[config.mk]
export PLATFORM = sky130hd
export DESIGN_NAME = seven_seg_scan_reader
export DESIGN_NICKNAME = d
export VERILOG_FILES = /design/src/rtl/seven_seg_scan_reader.sv
export SDC_FILE = /design/constraint.sdc
export NUM_CORES = 1
export LEC_CHECK = 0
export CORE_ASPECT_RATIO = 2
export CORE_MARGIN = 2
export CORE_UTILIZATION = 57
export DETAILED_ROUTE_END_ITERATION = 12
export PLACE_DENSITY = 0.79
export RECOVER_POWER = 25
export SYNTH_ARGS = -nofsm -noshare
export SYNTH_HDL_FRONTEND = slang
export SYNTH_SLANG_ARGS = --single-unit
[constraint.sdc]
create_clock -name clk -period 6 [get_ports clk]
set_input_delay 0.9 -clock clk [delete_from_list [all_inputs] [get_ports clk]]
set_output_delay 0.9 -clock clk [all_outputs]
set_load 0.05 [all_outputs]
[src/rtl/seven_seg_scan_reader.sv]
// seven_seg_scan_reader
//   Receive side of a multiplexed 7-segment display. It watches the shared
//   segment lines and one-hot digit strobes and debounces each
//   strobe/pattern combination. Each stable digit is decoded back to its hex
//   code. A full frame is published once every digit has been captured.
//
// Ports
//   clk          single clock, rising edge
//   rst          asynchronous, active-high reset
//   seg[6:0]     segment lines, bit0=a .. bit6=g
//   dig[D-1:0]   digit strobes, bit i selects digit i
//   value        last complete frame, nibble i = code of digit i
//   blank        digit i was dark in last frame
//   dig_err      digit i showed an unknown pattern in last frame
//   frame_valid  one-cycle pulse when value/blank/dig_err update
//   bus_err      sticky multi-hot strobe flag, cleared on frame_valid
//
// state  | meaning
// IDLE   | no digit selected, or multi-hot strobe; nothing to capture
// SETTLE | one-hot strobe, waiting for the combination to hold
// HELD   | combination captured; wait for the next change
module seven_seg_scan_reader #(
  parameter int DIGITS = 4,
  parameter int STABLE = 4
) (
  input  logic                  clk,
  input  logic                  rst,
  input  logic [6:0]            seg,
  input  logic [DIGITS-1:0]     dig,
  output logic [4*DIGITS-1:0]   value,
  output logic [DIGITS-1:0]     blank,
  output logic [DIGITS-1:0]     dig_err,
  output logic                  frame_valid,
  output logic                  bus_err
);

  typedef enum logic [1:0] {IDLE, SETTLE, HELD} state_t;

  // The counter holds (edges present - 1), so capture fires at STABLE-2.
  localparam logic [3:0] CAP_CNT = 4'(STABLE - 2);

  state_t                state, state_nxt;
  logic [6+DIGITS:0]     prev_combo;
  logic [3:0]            cnt;
  logic                  same, onehot, multi;
  logic                  capture;
  logic                  complete_pend;
  logic [DIGITS-1:0]     seen;
  logic [4*DIGITS-1:0]   sh_code;
  logic [DIGITS-1:0]     sh_blank;
  logic [DIGITS-1:0]     sh_err;
  logic [3:0]            dec_code;
  logic                  dec_blank, dec_err;

  assign same   = ({seg, dig} == prev_combo);
  assign onehot = $onehot(dig);
  assign multi  = !onehot && (|dig);

  always_comb begin
    dec_code  = 4'h0;
    dec_blank = 1'b0;
    dec_err   = 1'b0;
    case (seg)
      7'h3F: dec_code = 4'h0;
      7'h06: dec_code = 4'h1;
      7'h5B: dec_code = 4'h2;
      7'h4F: dec_code = 4'h3;
      7'h66: dec_code = 4'h4;
      7'h6D: dec_code = 4'h5;
      7'h7D: dec_code = 4'h6;
      7'h07: dec_code = 4'h7;
      7'h7F: dec_code = 4'h8;
      7'h6F: dec_code = 4'h9;
      7'h77: dec_code = 4'hA;
      7'h7C: dec_code = 4'hB;
      7'h39: dec_code = 4'hC;
      7'h5E: dec_code = 4'hD;
      7'h79: dec_code = 4'hE;
      7'h71: dec_code = 4'hF;
      7'h00: dec_blank = 1'b1;
      default: dec_err = 1'b1;
    endcase
  end

  always_ff @(posedge clk or posedge rst) begin
    if (rst) state <= IDLE;
    else     state <= state_nxt;
  end

  always_comb begin
    state_nxt = state;
    case (state)
      IDLE:    if (onehot) state_nxt = SETTLE;
      SETTLE: begin
        if (!same)                 state_nxt = onehot ? SETTLE : IDLE;
        else if (cnt == CAP_CNT)   state_nxt = HELD;
      end
      HELD:    if (!same) state_nxt = onehot ? SETTLE : IDLE;
      default: state_nxt = IDLE;
    endcase
  end

  always_comb begin
    capture = (state == SETTLE) && same && onehot && (cnt == CAP_CNT);
  end

  always_ff @(posedge clk or posedge rst) begin
    if (rst) begin
      prev_combo <= '0;
      cnt        <= 4'd0;
    end else begin
      prev_combo <= {seg, dig};
      if (!same || multi)  cnt <= 4'd0;
      else if (cnt != 4'hF) cnt <= cnt + 4'd1;
    end
  end

  always_ff @(posedge clk or posedge rst) begin
    if (rst) begin
      seen          <= '0;
      sh_code       <= '0;
      sh_blank      <= '0;
      sh_err        <= '0;
      complete_pend <= 1'b0;
      value         <= '0;
      blank         <= '1;
      dig_err       <= '0;
      frame_valid   <= 1'b0;
      bus_err       <= 1'b0;
    end else begin
      frame_valid   <= complete_pend;
      complete_pend <= capture && (&(seen | dig));
      if (complete_pend) begin
        value   <= sh_code;
        blank   <= sh_blank;
        dig_err <= sh_err;
      end
      if (capture) begin
        seen <= (complete_pend ? '0 : seen) | dig;
        for (int i = 0; i < DIGITS; i++) begin
          if (dig[i]) begin
            sh_code[4*i +: 4] <= dec_code;
            sh_blank[i]       <= dec_blank;
            sh_err[i]         <= dec_err;
          end
        end
      end else if (complete_pend) begin
        seen <= '0;
      end
      // set has priority over the frame-boundary clear
      if (multi)              bus_err <= 1'b1;
      else if (complete_pend) bus_err <= 1'b0;
    end
  end

endmodule

==> metrics.md <==
| Metric | Value |
|---|---|
| Clk_skew | 0.004547 ns |
| CTS Hold Bufs | 0 |
| Area grow syn2layout | 20.97% |
| Number of global-route vias before repair | between 2k and 2.5k |
| Leakage | 0.001899 µW |
| Placer Congestion | 0.8456 |
| Largest net degree at the start of global routing | 73 |
| Die area | about 6600 µm² |
| Data required time at the worst endpoint | 6.21 ns |
| Crit-path slowest cell | dlygate4sd3_1 |
| Buffers on Ports | 38 |
| Synthesized area | 3377 µm² |
| Clock transition at path regs | 0.06 ns |
| Slowest stage delay, CP | 0.73 ns |
| Die height | 112.9 µm |
| PD cells | 278.8 nW/µm² |
| Top Family by Delay on Critical Path | simple AND/OR/NAND/NOR gates |
| Setup TNS | 0 ns |
| DR iter-0 viols | 80 |
| Syn Nets | 285 |
| Synth Area per Inst | 12.70 µm² |
| Residual DRC | 0 |
| Outcome | finished, final reports clean |
| Worst Setup End Kind | flip-flop |
| Max Cap Viol | 0 |
| Core Region | 5709 µm² |
| Cell Chain, Critical Path | dlygate4sd3_1, inv_1, fa_1, inv_1, ha_1, ha_1, nor3b_1, and3_1, and2_1, nand4_4, mux2_1 |
| Antenna-violating nets left | 0 |
| RSZ-0062 raised after global routing | false |
| Pre-CTS setup slack | 1.492 ns |
| Final Slew Violations | 0 |
| Max IR drop VDD | 376.0 µV |
| Period minus WS final | 4.243 ns |
| Ys Warns | 0 |
| Setup bufs post-CTS | 0 |
| Avg WL per Cell | 18.05 µm |
| Worst-path fanout max | 7 |
| Post-synth EDFFs | 0 |
| Post_cts resized | 0 |
| WS Path Type | input port to flip-flop |
| TritonCTS clock tree | yes |
| Post-Syn Instances | 266 |
| Worst Path Arrival | 4.46 ns |
| Die W | 58.43 µm |
| Root buffer cell | clkbuf_16 |
| Min-Delay Path Class | flip-flop to flip-flop |
| Synth async-reset ratio | 1.000 |
| Yosys cell types | 51 |
| H-tree depth | 3 |
| Io pins | 39 |
| Fmax | 235.7 MHz |
| Initial antenna violation count | 0 |
| Global-route wire length before repair | roughly 11,000 µm |
| Post-DP HPWL | 4488 µm |
| Register area share after synthesis | 0.5350 |
| Routed WL | around 6600 µm |
| Part of the cycle the worst path needs | 0.7071 |
| Clk buf depth | 2 |
| Main synth FF type | dfrtp_1 |
| Worst skew pair latency | ~0.33 ns |
| CP bufs+invs | 3 |
| Routed vias/inst | 6.068 |
| Final setup fails | 0 |
| Nets@finish | 320 |
| Diode count | 0 |
| Slew headroom | 0.2116 |
| Via count | 2,227 |
| Yosys reg bits | 72 |
| Worst Tran Pin Value | between 1 and 1.5 ns |
| Cell row count | 39 |
| Startpoint Class | input port |
| Final hold slack | 0.4857 ns |
| Final Hold Viols | 0 |
| Total grt overflow | 0 |
| Total CTS buffers | 9 |
| Sink Count | 72 |
| Filler cells | 398 |
| DRT Pass-1 Iters | 4 |
| PnR worst setup slack | 1.757 ns |
| Gr usage total | 0.2316 |
| Layout cells sized above 1 | 0.1961 |
| Starting Density | 0.5915 |
## Yosys cell counts, types with 6 or more instances
library cell,instances,area share
dfrtp_1,68,0.50
mux2_2,26,0.087
mux2_1,18,0.060
inv_1,17,0.019
xor2_1,11,0.029
nand2_1,9,0.010
clkbuf_1,7,0.0078
nor2_1,7,0.0078
o21ai_0,7,0.010
o31ai_1,6,0.013
## layer usage
layer / global-route usage / vias to the layer above / part of all wire
li1: - / 1027 / -
met1: 0.2705 / 1122 / 0.38
met2: 0.3873 / 64 / 0.55
met3: 0.06286 / 14 / 0.041
met4: 0.1039 / 0 / 0.032
met5: 0 / - / 0
## layout by cell type (no fill, tap or decap), drive strengths merged, types with 5 or more instances in the layout
master         instances
clkbuf                10
clkdlybuf4s50         26
dfrtp                 68
dlygate4sd3           12
ha                     5
inv                   18
mux2                  44
nand2                  9
nand3                  5
nand4                  8
nor2                   7
o21ai                  7
o31ai                  6
xor2                  11
## layout make-up
class | instances | area [µm²] | area share
inverters | 17 | 63.81 | 0.01562
well taps | 61 | 76.32 | 0.01868
clock buffers | 10 | 239.0 | 0.05850
clock inverters | 6 | 90.09 | 0.02205
repair buffers | 39 | 387.9 | 0.09495
flip-flops and latches | 72 | 1807 | 0.4423
multi-input cells | 162 | 1421 | 0.3479
## worst paths after layout
check | start | endpoint | slack, ns | cells after the start
setup / recovery | dig[0] | sh_code[6]$_DFFE_PP0P_ | 1.76 | 11
hold / removal | bus_err$_DFFE_PP0P_ | bus_err$_DFFE_PP0P_ | 0.49 | 1
setup reg to reg | cnt[0]$_DFFE_PP0P_ | sh_code[6]$_DFFE_PP0P_ | 3.62 | 7
hold reg to reg | bus_err$_DFFE_PP0P_ | bus_err$_DFFE_PP0P_ | 0.49 | 1
max in group asynchronous | rst | prev_combo[2]$_DFF_PP0_ | 4.14 | 3
min in group asynchronous | rst | sh_blank[0]$_DFFE_PP0P_ | 1.27 | 3
## metrics by stage
stage | util | power, µW | instances | instance area, µm²
after floorplan | - | 548.2 | 266 | 3377
after global placement | 0.6579 | 567.5 | 351 | 3756
after detailed placement | 0.6579 | 570.1 | 351 | 3756
after CTS | 0.7155 | 1151 | 367 | 4085
after global routing | 0.7155 | 1180 | 367 | 4085
final | 0.7155 | 1139 | 367 | 4085
## report_power, final
group          switching [µW]  internal [µW]  leakage [µW]
combinational            44.3           22.0      0.000816
sequential               2.77            491      0.000923
clock                     202            377      0.000159
total                     249            890       0.00190
## kinds of logic after synthesis
kind of cell	after synthesis	share of synthesized area
compound gates	38	0.08115
simple gates	60	0.1293
xor+xnor	13	0.03594
buf+inv	32	0.04409
flops	72	0.5350
fa+ha+maj	7	0.02779
mux	44	0.1467
## state kept, by name (all words and copies together), names as in the netlist
signal         flops
state              2
sh_err             4
dig_err            4
sh_code           16
seen               4
frame_valid        1
bus_err            1
sh_blank           4
value             16
prev_combo        11
complete_pend      1
blank              4
cnt                4
(Power assumes the default switching activity.)
